$ cat src/rtl/grid_pkg.sv
// Shared move encodings, FSM states and default geometry for the grid move resolver.
package grid_pkg;

  localparam int DEF_COLS     = 20;
  localparam int DEF_ROWS     = 15;
  localparam int DEF_NUM_MAPS = 4;

  localparam logic [2:0] MOVE_RIGHT = 3'b100;
  localparam logic [2:0] MOVE_UP    = 3'b001;
  localparam logic [2:0] MOVE_LEFT  = 3'b010;
  localparam logic [2:0] MOVE_DOWN  = 3'b011;

  typedef enum logic [1:0] {
    ST_IDLE    = 2'd0,
    ST_LOOKUP  = 2'd1,
    ST_RESPOND = 2'd2
  } state_t;

endpackage

$ cat src/rtl/tile_map_ram.sv
// Bank of tile maps: whole-row writes, single-bit registered reads (read-before-write).
module tile_map_ram #(
  parameter int COLS     = 20,
  parameter int ROWS     = 15,
  parameter int NUM_MAPS = 4,
  parameter int XW       = 5,
  parameter int YW       = 4,
  parameter int MW       = 2
) (
  input  logic            clk,
  input  logic            wr_en,
  input  logic [MW-1:0]   wr_map,
  input  logic [YW-1:0]   wr_row,
  input  logic [COLS-1:0] wr_data,
  input  logic            rd_en,
  input  logic [MW-1:0]   rd_map,
  input  logic [YW-1:0]   rd_row,
  input  logic [XW-1:0]   rd_col,
  output logic            rd_bit
);

  localparam int DEPTH = NUM_MAPS * ROWS;
  localparam int AW    = (DEPTH > 1) ? $clog2(DEPTH) : 1;

  logic [COLS-1:0] mem [DEPTH];
  logic [COLS-1:0] wr_bits;
  logic [AW-1:0]   wr_addr;
  logic [AW-1:0]   rd_addr;
  logic            wr_in_range;
  logic            rd_bit_reg;

  // Stored rows are kept with bit x = column x so reads index by column directly.
  genvar gi;
  generate
    for (gi = 0; gi < COLS; gi++) begin : g_col
      assign wr_bits[gi] = wr_data[COLS-1-gi];
    end
  endgenerate

  assign wr_addr     = AW'(wr_map) * AW'(ROWS) + AW'(wr_row);
  assign rd_addr     = AW'(rd_map) * AW'(ROWS) + AW'(rd_row);
  // A row index past the map height would alias into the next map, so drop it.
  assign wr_in_range = (int'(wr_row) < ROWS) && (int'(wr_map) < NUM_MAPS);

  always_ff @(posedge clk) begin
    if (wr_en && wr_in_range) begin
      mem[wr_addr] <= wr_bits;
    end
  end

  always_ff @(posedge clk) begin
    if (rd_en) begin
      rd_bit_reg <= mem[rd_addr][rd_col];
    end
  end

  assign rd_bit = rd_bit_reg;

endmodule

$ cat src/rtl/grid_move_resolver.sv
// Resolves player move requests against a writable bank of tile maps; result two cycles after accept.
module grid_move_resolver
  import grid_pkg::*;
#(
  parameter int COLS     = DEF_COLS,
  parameter int ROWS     = DEF_ROWS,
  parameter int NUM_MAPS = DEF_NUM_MAPS,
  parameter int XW       = $clog2(COLS),
  parameter int YW       = $clog2(ROWS),
  parameter int MW       = (NUM_MAPS > 1) ? $clog2(NUM_MAPS) : 1,
  parameter int CNTW     = 16
) (
  input  logic            clk,
  input  logic            resetn,
  input  logic            wr_en,
  input  logic [MW-1:0]   wr_map,
  input  logic [YW-1:0]   wr_row,
  input  logic [COLS-1:0] wr_data,
  input  logic            spawn_valid,
  input  logic [XW-1:0]   spawn_x,
  input  logic [YW-1:0]   spawn_y,
  input  logic            req_valid,
  output logic            req_ready,
  input  logic [2:0]      req_move,
  input  logic [MW-1:0]   req_map,
  output logic            resp_valid,
  output logic            resp_blocked,
  output logic [XW-1:0]   pos_x,
  output logic [YW-1:0]   pos_y,
  output logic [CNTW-1:0] move_count,
  output logic [CNTW-1:0] block_count
);

  state_t          state_reg, state_next;
  logic [XW-1:0]   pos_x_reg, pos_y_dummy_unused_x;
  logic [YW-1:0]   pos_y_reg;
  logic [XW-1:0]   tgt_x_reg, tgt_x_next;
  logic [YW-1:0]   tgt_y_reg, tgt_y_next;
  logic [MW-1:0]   map_reg;
  logic            oob_reg, oob_next;
  logic            real_reg, real_next;
  logic            resp_valid_reg;
  logic            resp_blocked_reg;
  logic [CNTW-1:0] move_count_reg;
  logic [CNTW-1:0] block_count_reg;
  logic            accept;
  logic            rd_en;
  logic            tile_bit;
  logic            blocked;
  logic            do_respond;
  logic            move_inc;
  logic            block_inc;

  assign pos_y_dummy_unused_x = '0;

  tile_map_ram #(
    .COLS     (COLS),
    .ROWS     (ROWS),
    .NUM_MAPS (NUM_MAPS),
    .XW       (XW),
    .YW       (YW),
    .MW       (MW)
  ) u_tile_map_ram (
    .clk     (clk),
    .wr_en   (wr_en),
    .wr_map  (wr_map),
    .wr_row  (wr_row),
    .wr_data (wr_data),
    .rd_en   (rd_en),
    .rd_map  (map_reg),
    .rd_row  (tgt_y_reg),
    .rd_col  (tgt_x_reg),
    .rd_bit  (tile_bit)
  );

  // FSM: state register
  always_ff @(posedge clk or negedge resetn) begin
    if (!resetn) begin
      state_reg <= ST_IDLE;
    end else begin
      state_reg <= state_next;
    end
  end

  // FSM: next state; a spawn aborts whatever is in flight
  always_comb begin
    state_next = state_reg;
    if (spawn_valid) begin
      state_next = ST_IDLE;
    end else begin
      case (state_reg)
        ST_IDLE:    if (accept) state_next = ST_LOOKUP;
        ST_LOOKUP:  state_next = ST_RESPOND;
        ST_RESPOND: state_next = ST_IDLE;
        default:    state_next = ST_IDLE;
      endcase
    end
  end

  // FSM: outputs
  always_comb begin
    req_ready = 1'b0;
    rd_en     = 1'b0;
    case (state_reg)
      ST_IDLE:   req_ready = !wr_en && !spawn_valid;
      ST_LOOKUP: rd_en = 1'b1;
      default:   ;
    endcase
  end

  assign accept = req_valid && req_ready;

  // Target tile; an out-of-range step keeps the current tile so the lookup address stays legal.
  always_comb begin
    tgt_x_next = pos_x_reg;
    tgt_y_next = pos_y_reg;
    oob_next   = 1'b0;
    real_next  = 1'b1;
    case (req_move)
      MOVE_RIGHT: begin
        if (pos_x_reg == XW'(COLS - 1)) oob_next = 1'b1;
        else tgt_x_next = pos_x_reg + 1'b1;
      end
      MOVE_LEFT: begin
        if (pos_x_reg == '0) oob_next = 1'b1;
        else tgt_x_next = pos_x_reg - 1'b1;
      end
      MOVE_UP: begin
        if (pos_y_reg == '0) oob_next = 1'b1;
        else tgt_y_next = pos_y_reg - 1'b1;
      end
      MOVE_DOWN: begin
        if (pos_y_reg == YW'(ROWS - 1)) oob_next = 1'b1;
        else tgt_y_next = pos_y_reg + 1'b1;
      end
      default: real_next = 1'b0;
    endcase
  end

  always_ff @(posedge clk or negedge resetn) begin
    if (!resetn) begin
      tgt_x_reg <= '0;
      tgt_y_reg <= '0;
      map_reg   <= '0;
      oob_reg   <= 1'b0;
      real_reg  <= 1'b0;
    end else if (accept) begin
      tgt_x_reg <= tgt_x_next;
      tgt_y_reg <= tgt_y_next;
      map_reg   <= req_map;
      oob_reg   <= oob_next;
      real_reg  <= real_next;
    end
  end

  // A stay move never consults the tile, so standing on a wall is never a block.
  assign blocked    = oob_reg | (tile_bit & real_reg);
  assign do_respond = (state_reg == ST_RESPOND) && !spawn_valid;
  assign move_inc   = do_respond && !blocked && real_reg;
  assign block_inc  = do_respond && blocked;

  always_ff @(posedge clk or negedge resetn) begin
    if (!resetn) begin
      pos_x_reg        <= '0;
      pos_y_reg        <= '0;
      resp_valid_reg   <= 1'b0;
      resp_blocked_reg <= 1'b0;
    end else begin
      resp_valid_reg   <= do_respond;
      resp_blocked_reg <= do_respond && blocked;
      if (spawn_valid) begin
        pos_x_reg <= spawn_x;
        pos_y_reg <= spawn_y;
      end else if (do_respond && !blocked) begin
        pos_x_reg <= tgt_x_reg;
        pos_y_reg <= tgt_y_reg;
      end
    end
  end

  // Saturating statistics counters
  always_ff @(posedge clk or negedge resetn) begin
    if (!resetn) begin
      move_count_reg  <= '0;
      block_count_reg <= '0;
    end else begin
      if (move_inc && (move_count_reg != '1)) begin
        move_count_reg <= move_count_reg + 1'b1;
      end
      if (block_inc && (block_count_reg != '1)) begin
        block_count_reg <= block_count_reg + 1'b1;
      end
    end
  end

  assign resp_valid   = resp_valid_reg;
  assign resp_blocked = resp_blocked_reg;
  assign pos_x        = pos_x_reg | pos_y_dummy_unused_x;
  assign pos_y        = pos_y_reg;
  assign move_count   = move_count_reg;
  assign block_count  = block_count_reg;

endmodule

$ cat config.mk
export PLATFORM = sky130hd
export DESIGN_NAME = grid_move_resolver
export DESIGN_NICKNAME = d
export VERILOG_FILES = /design/src/rtl/grid_pkg.sv /design/src/rtl/tile_map_ram.sv /design/src/rtl/grid_move_resolver.sv
export SDC_FILE = /design/constraint.sdc
export NUM_CORES = 1
export LEC_CHECK = 0
export CORE_MARGIN = 3
export CORE_UTILIZATION = 55
export CTS_CLUSTER_SIZE = 10
export DETAILED_ROUTE_END_ITERATION = 8
export GPL_TIMING_DRIVEN = 1
export PLACE_DENSITY_LB_ADDON = 0.25
export SYNTH_ARGS = -nofsm -noshare
export SYNTH_HDL_FRONTEND = slang
export SYNTH_SLANG_ARGS = --single-unit
$ cat constraint.sdc
create_clock -name clk -period 5 [get_ports clk]
set_input_delay 0.5 -clock clk [delete_from_list [all_inputs] [get_ports clk]]
set_output_delay 0.5 -clock clk [all_outputs]
set_load 0.1 [all_outputs]
==> reports/summary.txt <==
IO Count - 89
NumNets Final - 2751
Clock Sinks - 1259
Multi-input logic area - 0.01186 mm2
Initial Util - 0.5571
HP Class - input port to flip-flop
Post-CTS Resized - 0
Syn Area/Cell - 20.72 um2
CP startpoint kind - flip-flop
Worst setup margin - 175.7 ps
Leakage - 18.42 nW
Tot GR Track Use - 0.2736
Fillers - 5945
Worst hold path stage count - 3
Final Hold Viols - 0
Metal1 wirelength - 49410 um
Routed len/inst - 32.54 um
Vias in the first global route - 26239
CP Max Fanout - 34
Pwr dens - 591.8 mW/mm2
Vias per cell - 6.710
Floorplan row count - 110
Worst-path clk slew - 60 ps
WP data required - 5520 ps
Max layer used - met4
Period Utilization, post-route - 0.9649
Clock latency on the worst-skew pair - 740 ps
Tmin final - 4824 ps
First-pass GRT wire length - 184900 um
Ratio of cells with drive above 1 in the final layout - 0.2620
Initial antenna violation count - 5
Critical path arrival - 5350 ps
Post-synth EDFFs - 1201
Ranking of synthesized cells by area - edfxtp_1 72%, mux4_2 13%, dfrtp_1 2.9%, mux2i_1 1.1%, nor2_1 0.90%
Main synth FF type - edfxtp_1
Routability congestion estimate from global placement - 1.063
Async S/R FF share, synth - 0.04607
Peak supply drop - 0.4652 mV
Sequential-to-total area share from yosys stat - 0.7459
Register bit total from synthesis - 1259
Die Wd - 308.4 um
Critical-path cell list - inv_1 -> fa_1 -> inv_1 -> ha_4 -> inv_1 -> fa_4 -> buf_12 -> mux4_2 -> mux2i_1 -> a2111oi_0 -> buf_4 -> a311oi_1 -> a32oi_1 -> o311ai_1 -> a2111oi_2
Run status - completed
Post-synth top area cell - edfxtp_1
Post-synthesis cell count - 2427
H-tree Lvls - 4
Largest net degree at the start of global routing - 61
Overflow after GRT - 0
Net Count, Synth - 2497
Hold WS - 332.7 ps
Netlist cell types - 82
Max reg flops - 1200
Clock Skews - 23.65 ps
Final setup violation count - 0
Port Buffer Count - 88
Clock Tree Buf Depth - 3
Detailed placer's ending HPWL - 73880 um
First-pass iteration count of the detailed router - 6
Fmax - 0.2073 GHz
RSZ-0062 raised after global routing - false
TritonCTS buffer count - 145
Worst slack, placed - 229.8 ps
Register area - 0.03752 mm2
Slowest cell on the critical path - fa_4
WL met3 - 12710 um
Critical path class - flip-flop to flip-flop
Clock root buffer - clkbuf_16
Critical Path Sink Type - flip-flop
TritonCTS clock tree - built
Die Span Y - 308.4 um
Ys Warns - 0
Reg2Reg Depth - 15
Slowest Stage Delay on Critical Path - 1040 ps
Layout area overhead - 13.41%
Max-slew headroom - 0.1412
Initial detailed-routing violation count - 3510
Final Max Slew Viols - 0
Core Area - 0.09029 mm2
Post-Syn Area - 0.05030 mm2
Slew @ Worst Pin - 1288 ps
Post-CTS Hold Buffers - 1
Layout Cells excl Fill - 3906
DRC violations left - 0
Routed met2 length - 60360 um
Via Count - 26210
Final Power - 0.03376 W
Yosys top cell area share - 0.7170
Max-Cap Viols - 0
Total Wirelength - 127100 um
Cells after DPL - 3709
Crit path top cell by count - inv_1
Antenna-violating nets left - 0
Setup_tns - 0 ps
Die area - 0.09512 mm2
Postcts setup bufs - 0
==> power by group <==
group	internal (W)	leakage (nW)	switching [W]	total (W)
Sequential	0.0119	11.6	0.000138	0.0120
Clock	0.00531	1.95	0.00391	0.00922
Combinational	0.00510	4.89	0.00741	0.0125
==> cells by family (layout without fill, tap and decap cells) <==
| kind of cell | after synthesis | in the layout | share of synthesized area |
|---|---|---|---|
| multiplexers | 377 | 377 | 0.1531 |
| adder cells (fa/ha/maj) | 25 | 25 | 0.007413 |
| XOR/XNOR | 38 | 38 | 0.006766 |
| flip-flops | 1259 | 1259 | 0.7459 |
| other | 0 | 5 | 0 |
| AND/OR/NAND/NOR | 357 | 357 | 0.03318 |
| AO/OA/AOI/OAI | 225 | 225 | 0.03114 |
| buffers and inverters | 146 | 444 | 0.02259 |
==> worst max-delay path: cells and delay by family (launching register included) <==
family                     cells  cell delay [ps]
AOI/OAI and AO/OA              5             1450
DFF                            1              430
buffers and inverters          5              780
muxes                          2              340
adders and majority gates      3             1610
==> cells in the mapped netlist (4+ instances only) <==
master and instances:
a2111oi_0 8, a211oi_1 13, a21oi_1 49, a22oi_1 33, a311oi_1 4, a31oi_1 8
a32oi_1 5, and2_1 6, and3_1 9, buf_12 13, buf_2 34, buf_4 23
buf_6 27, buf_8 4, clkbuf_1 22, dfrtp_1 58, edfxtp_1 1201, fa_1 8
ha_1 17, inv_1 21, mux2_2 8, mux2i_1 57, mux4_1 9, mux4_2 301
nand2_1 98, nand2b_1 4, nand3_1 44, nand3b_1 8, nand4_1 20, nor2_1 120
nor2b_1 14, nor3_1 11, nor3b_1 4, nor4_1 4, o2111ai_1 5, o211ai_1 9
o21ai_0 39, o311ai_1 4, xnor2_1 27, xor2_1 10
==> per-layer routing <==
layer,GRT usage,vias up
li1,-,10543
met1,0.3854,13800
met2,0.4244,1603
met3,0.06214,264
met4,0.1048,0
met5,0,-
==> layout by cell type (no fill, tap or decap), types with 10 or more instances in the layout <==
master,n
xnor2_1,26
o21ai_0,39
nand3_1,44
clkbuf_16,145
mux4_2,301
buf_12,18
buf_4,125
a21oi_1,49
dfrtp_1,58
buf_2,21
edfxtp_1,1201
a211oi_1,13
xor2_1,10
nor2_1,59
clkdlybuf4s50_1,67
nand4_1,20
nor2b_1,14
nor3_1,11
nor2_2,60
clkbuf_1,27
mux2i_1,57
inv_1,21
a22oi_1,33
nand2_1,98
ha_1,15
==> layout make-up <==
cell class | count | area share
timing repair buffer | 232 | 0.03654
clock buffer | 172 | 0.06539
clock inverter | 19 | 0.005155
inverter | 21 | 0.001382
sequential | 1259 | 0.6577
tap | 1176 | 0.02579
multi-input combinational | 1022 | 0.2078
antenna | 5 | 0.0002193
==> final timing paths <==
check                      slack (ps)                    end            from
setup / recovery                  180  u_tile_map_ram.rd_bit      map_reg[1]
hold / removal                    330               pos_x[4]      spawn_x[4]
setup reg to reg                  180  u_tile_map_ram.rd_bit      map_reg[1]
hold reg to reg                   490         move_count[11]  move_count[11]
max in group asynchronous        4030           tgt_x_reg[0]          resetn
min in group asynchronous         470         move_count[11]          resetn
==> per-stage QoR <==
step / cell area (um2) / utilization
after floorplan: 50300 / -
after global placement: 53000 / 0.5870
after detailed placement: 53000 / 0.5870
after CTS: 57030 / 0.6317
after global routing: 57030 / 0.6317
final: 57040 / 0.6318
Power figures use the tool's default switching activity.
